<file path="config.mk">
export PLATFORM = sky130hd
export DESIGN_NAME = pipeline
export DESIGN_NICKNAME = d
export VERILOG_FILES = /design/src/rtl/pipeline.sv
export SDC_FILE = /design/constraint.sdc
export NUM_CORES = 1
export LEC_CHECK = 0
export ABC_AREA = 1
export BUFFER_PORTS_ARGS = -buffer_cell sky130_fd_sc_hd__buf_2
export CAP_MARGIN = 20
export CORE_ASPECT_RATIO = 1.25
export CORE_MARGIN = 8
export CORE_UTILIZATION = 43
export DETAILED_ROUTE_END_ITERATION = 7
export HOLD_SLACK_MARGIN = 0.05
export MAX_ROUTING_LAYER = met4
export PLACE_DENSITY = 0.74
export SYNTH_ARGS = -nofsm -noshare
export SYNTH_HDL_FRONTEND = slang
export SYNTH_SLANG_ARGS = --single-unit
export TNS_END_PERCENT = 5
</file>
<file path="constraint.sdc">
create_clock -name clk -period 1.42 [get_ports clk]
set_input_delay 0.071 -clock clk [delete_from_list [all_inputs] [get_ports clk]]
set_output_delay 0.071 -clock clk [all_outputs]
set_load 0.005 [all_outputs]
</file>
<file path="src/rtl/pipeline.sv">
// Two-stage carry-split pipelined adder.
// Stage 1 adds the low LO_W bits of each operand and registers the low sum,
// its carry-out, and the untouched high slices. Stage 2 adds the high slices
// plus that carry and registers the full WIDTH+1-bit result.
// A new operand pair is accepted on every rising edge. Results leave two edges
// after their operands are sampled.
// flush is a synchronous, active-high clear of every pipeline register.
// LO_W must lie in 1..WIDTH-1 so that both slices are non-empty.
module pipeline #(
    parameter int WIDTH = 8,
    parameter int LO_W  = 4
) (
    input  logic             clk,
    input  logic             flush,
    input  logic [WIDTH-1:0] a,
    input  logic [WIDTH-1:0] b,
    output logic [WIDTH:0]   result
);

    localparam int HI_W = WIDTH - LO_W;

    // Stage-1 registers: the low-slice partial sum and the high operand slices
    // belonging to the same pair. Keeping them together stops a carry from
    // leaking into a neighbouring pair.
    logic [LO_W-1:0] s1_lo_sum;
    logic            s1_lo_carry;
    logic [HI_W-1:0] s1_a_hi;
    logic [HI_W-1:0] s1_b_hi;

    // Combinational adders. One spare bit on each sum catches the carry-out.
    logic [LO_W:0]   lo_full;
    logic [HI_W:0]   hi_full;

    // Low-slice addition of the incoming operands.
    always_comb begin
        lo_full = {1'b0, a[LO_W-1:0]} + {1'b0, b[LO_W-1:0]};
    end

    // Stage 1: capture the low sum, its carry, and the high slices.
    // flush takes priority, so the pair present at a flushing edge is dropped.
    always_ff @(posedge clk) begin
        // NOTE: registered state uses non-blocking assignments so that every
        // register samples values from before the edge, whatever the block order.
        if (flush) begin
            s1_lo_sum   <= '0;
            s1_lo_carry <= 1'b0;
            s1_a_hi     <= '0;
            s1_b_hi     <= '0;
        end else begin
            s1_lo_sum   <= lo_full[LO_W-1:0];
            s1_lo_carry <= lo_full[LO_W];
            s1_a_hi     <= a[WIDTH-1:LO_W];
            s1_b_hi     <= b[WIDTH-1:LO_W];
        end
    end

    // High-slice addition. It uses only stage-1 registers, so nothing on a or b
    // can reach result combinationally.
    always_comb begin
        hi_full = {1'b0, s1_a_hi} + {1'b0, s1_b_hi} + {{HI_W{1'b0}}, s1_lo_carry};
    end

    // Stage 2: join the high sum (including the final carry) with the low sum.
    always_ff @(posedge clk) begin
        if (flush) begin
            result <= '0;
        end else begin
            result <= {hi_full, s1_lo_sum};
        end
    end

endmodule

</file>
# Word level (Yosys, flattened, before mapping)
# Index checks and enable logic that the tools add are counted.
[classes]
addsub = 3
[op_table]
columns = ["operator", "count"]
rows = [
  ["adder 4 x 4 -> 5 bit", 2],
  ["adder 5 x 1 -> 5 bit", 1],
]
[word_totals]
register_bits = 22
input_bits = 18
wordCells = 8

# Logic depth before layout (Yosys ltp)
[logic_depth]
ltp_word = 2
depth_mapped = 8
ltp_nobuf = 8

# Worst setup path before layout
# Ideal clock, no wire load.
[synth_path]
path_kind = "reg2reg"
from = "register s1_lo_carry"
to = "register result[8]"
setup_ps = 119
t_arrival_ps = 1392
setup_slack_ps = -91
stages_incl_launch_ff = 7
period_less_slack_ps = 1511
cell_sequence = "dfxtp_1 fa_1 fa_1 nand2_1 inv_1 o21ai_1 a21oi_1"
[synth_between]
elab_chain_cells = 1
[synth_rtl]
columns = ["element", "line_no", "text"]
rows = [
  ["from (decl)", "26", "logic s1_lo_carry;"],
  ["from (signal assigned)", "51", "s1_lo_carry <= lo_full[LO_W];"],
  ["adder 5 x 1 -> 5 bit", "60", "hi_full = {1'b0, s1_a_hi} + {1'b0, s1_b_hi} + {{HI_W{1'b0}}, s1_lo_carry};"],
  ["to (signal assigned)", "68", "result <= {hi_full, s1_lo_sum};"],
  ["to (decl)", "17", "output logic [WIDTH:0] result"],
]
# No other way between the ends.
# A chain may end at the register's enable or synchronous reset.

# Worst setup path in the final report
# Same ends and word-level chain as after synthesis.

==> impl_metrics.env <==
export IMPL_end_kind="flip-flop"
export IMPL_grt_usage=0.0999
export IMPL_die_y_um=66.2
export IMPL_finalClockSkew_ns=0.00937
export IMPL_timing_fmax_mhz=660
export IMPL_slew_violations=0
export IMPL_die_area_um2=3710
export IMPL_path_class="flip-flop to flip-flop"
export IMPL_hold_path_class="primary input to flip-flop"
export IMPL_antenna_left=0
export IMPL_dpl_cell_area_um2=1010
export IMPL_cts_tree="built"
export IMPL_rsz0062_at_grt="yes"
export IMPL_reg2reg_slack_ns=-0.1
export IMPL_met2_usage=0.183
export IMPL_yosysWarnings=0
export IMPL_hold_start="b[0]"
export IMPL_reg2reg_to="result[8]$_SDFF_PP0_"
export IMPL_die_w_um=56.1
export IMPL_timing_slew_headroom=0.759
export IMPL_syn_area_um2=866
export IMPL_cts_max_path_buffers=2
export IMPL_synth_fp_nets=128
export IMPL_peakVddDrop_mv=0.654
export IMPL_post_drt_wl_per_cell_um=10.7
export IMPL_drc_errors=0
export IMPL_cp_max_fo=2
export IMPL_dp_hpwl_um=1290
export IMPL_synth_cell_types=13
export IMPL_netlist_instances=100
export IMPL_synth_top_area_share=0.509
export IMPL_arrival_ns=1.70
export IMPL_io_pins=27
export IMPL_areaGrowthSynthToFinish_pct=32.5
export IMPL_use_met3=0.0250
export IMPL_cts_max_level=1
export IMPL_worst_pin_slew_ns=0.361
export IMPL_cts_sinks=22
export IMPL_avgSynthCellArea_um2=8.66
export IMPL_pwr_density_cell_nw_per_um2=1160
export IMPL_row_count=18
export IMPL_place_gp_congestion=0.725
export IMPL_drt_first_pass_iters=3
export IMPL_reg2reg_from="s1_lo_carry$_SDFF_PP0_"
export IMPL_hold_viol=0
export IMPL_dp_cells=144
export IMPL_worstHoldPathCells=4
export IMPL_io_buffers=26
export IMPL_power_leakage_nw=0.635
export IMPL_routed_wl_um=1670
export IMPL_setup_viol_count_final=3
export IMPL_cp_start_kind="flip-flop"
export IMPL_fin_cells=156
export IMPL_start_util=0.447
export IMPL_synth_top_cell_by_area="dfxtp_1"
export IMPL_synth_seq_area_share=0.509
export IMPL_outcome="complete, but fails checks"
export IMPL_grt_pass1_wl_um=2980
export IMPL_antenna_found_initial=0
export IMPL_synth_area_leaders="dfxtp_1 (51%), inv_1 (10%), ha_1 (10%)"
export IMPL_worstSkewPairLatency_ns=0.30
export IMPL_coreArea_um2=1940
export IMPL_grt_met1_usage=0.0933
export IMPL_layout_setup_ws_ns=-0.0960
export IMPL_n_antenna_cell=0
export IMPL_grt_pass1_vias=769
export IMPL_grt_max_degree=21
export IMPL_postCtsSetupRepairBufs=0
export IMPL_clkSlewWorstSetupHoldPaths_ns=0.13
export IMPL_multi_input_area_um2=324
export IMPL_worstRegToRegCells=6
export IMPL_drive_gt1_frac=0.265
export IMPL_final_area_um2=1150
export IMPL_holdWs_ns=0.0839
export IMPL_nets=165
export IMPL_vias=706
export IMPL_grt_overflow=0
export IMPL_max_cap_viol_count=0
export IMPL_cts_root_buf="clkbuf_4"
export IMPL_top_usage_layer="met2"
export IMPL_vias_per_cell=4.53
export IMPL_cts_made_buffers=3
export IMPL_worstPathRequired_ns=1.60
export IMPL_violations="setup timing"
export IMPL_fin_crit_ns=1.52
export IMPL_ys_ff_latch=22
export IMPL_fillCellCount=176
export IMPL_drt_iter0_drc=8
export IMPL_period_share=1.07
export IMPL_seq_area_um2=442
export IMPL_whs_endpoint="s1_lo_sum[0]$_SDFF_PP0_"
==> report_power, final <==
| part | switching (mW) | leakage, nW | internal, mW |
|---|---|---|---|
| clock network | 0.184 | 0.0279 | 0.285 |
| logic | 0.0895 | 0.424 | 0.0903 |
| registers | 0.0148 | 0.183 | 0.663 |
| total | 0.289 | 0.635 | 1.04 |
==> final cells by class <==
cell class | instances | share of cell area
clock buffers | 3 | 0.0196
inverters | 25 | 0.0818
well taps | 20 | 0.0218
repair buffers | 34 | 0.183
multi-input cells | 51 | 0.282
clock inverters | 1 | 0.0262
flip-flops and latches | 22 | 0.385
==> sequential cells by signal, indices dropped and copies added (netlist names) <==
signal,count
s1_lo_carry,1
s1_lo_sum,4
s1_a_hi,4
s1_b_hi,4
result,9
==> cells in the mapped netlist (all sizes together) <==
| library cell | count |
|---|---|
| nor3 | 1 |
| nand2 | 9 |
| a21oi | 6 |
| o21ai | 1 |
| nor2 | 21 |
| nand3 | 3 |
| ha | 7 |
| inv | 25 |
| fa | 3 |
| buf | 2 |
| dfxtp | 22 |
==> cell families after synthesis <==
family,share of synthesized area
buffers and inverters,0.127
AOI/OAI and AO/OA,0.0405
DFF,0.509
adders and majority gates,0.171
and+or+nand+nor,0.153
==> stage by stage <==
step,setup WS [ns],util,power (mW),TNS (ns)
floorplan,0.00788,-,0.790,0
global placement,-0.0378,0.521,0.843,-0.0378
detailed placement,-0.0985,0.521,0.856,-0.104
CTS,-0.132,0.590,1.34,-0.176
global route,-0.146,0.592,1.40,-0.299
finish,-0.0960,0.592,1.33,-0.113
==> what timing repair did <==
action                                  in CTS  in global routing
hold buffers                                 8                  0
gates resized for setup                      1                  2
endpoints found under the setup margin       3                  3
endpoints found under the hold margin        8                  0
==> worst max-delay path, stage by stage, from the launching register on <==
cell and delay [ns]:
dfxtp_2 0.35, fa_2 0.40, fa_2 0.35, nand2_1 0.08, inv_2 0.04, o21ai_2 0.10
a21oi_1 0.07
==> how the worst max path moves through the flow <==
stage,from,to,slack (ns),cells past startpoint
after detailed placement,s1_lo_carry$_SDFF_PP0_,result[8]$_SDFF_PP0_,-0.1,6
after floorplan,s1_lo_carry$_SDFF_PP0_,result[8]$_SDFF_PP0_,0.008,6
after CTS,s1_lo_carry$_SDFF_PP0_,result[8]$_SDFF_PP0_,-0.13,6
after global placement,s1_lo_carry$_SDFF_PP0_,result[8]$_SDFF_PP0_,-0.04,6
after global routing,s1_lo_carry$_SDFF_PP0_,result[8]$_SDFF_PP0_,-0.15,6
final,s1_lo_carry$_SDFF_PP0_,result[8]$_SDFF_PP0_,-0.1,6
==> layout by cell type, fill, tap and decap left out <==
| master | instances |
|---|---|
| nor2_1 | 21 |
| ha_1 | 7 |
| nand3_1 | 3 |
| buf_2 | 26 |
| nor3_1 | 1 |
| o21ai_2 | 1 |
| bufinv_16 | 1 |
| inv_2 | 2 |
| inv_1 | 23 |
| dfxtp_2 | 1 |
| fa_1 | 1 |
| nand2_1 | 9 |
| a21oi_1 | 6 |
| fa_2 | 2 |
| clkbuf_4 | 3 |
| dlygate4sd3_1 | 8 |
| dfxtp_1 | 21 |
==> layer usage <==
layer,vias up,routed length [um]
li1,365,-
met1,320,717
met2,19,863
met3,2,72
met4,0,14
met5,-,0
Note: power is estimated with default switching activity, not from simulation.
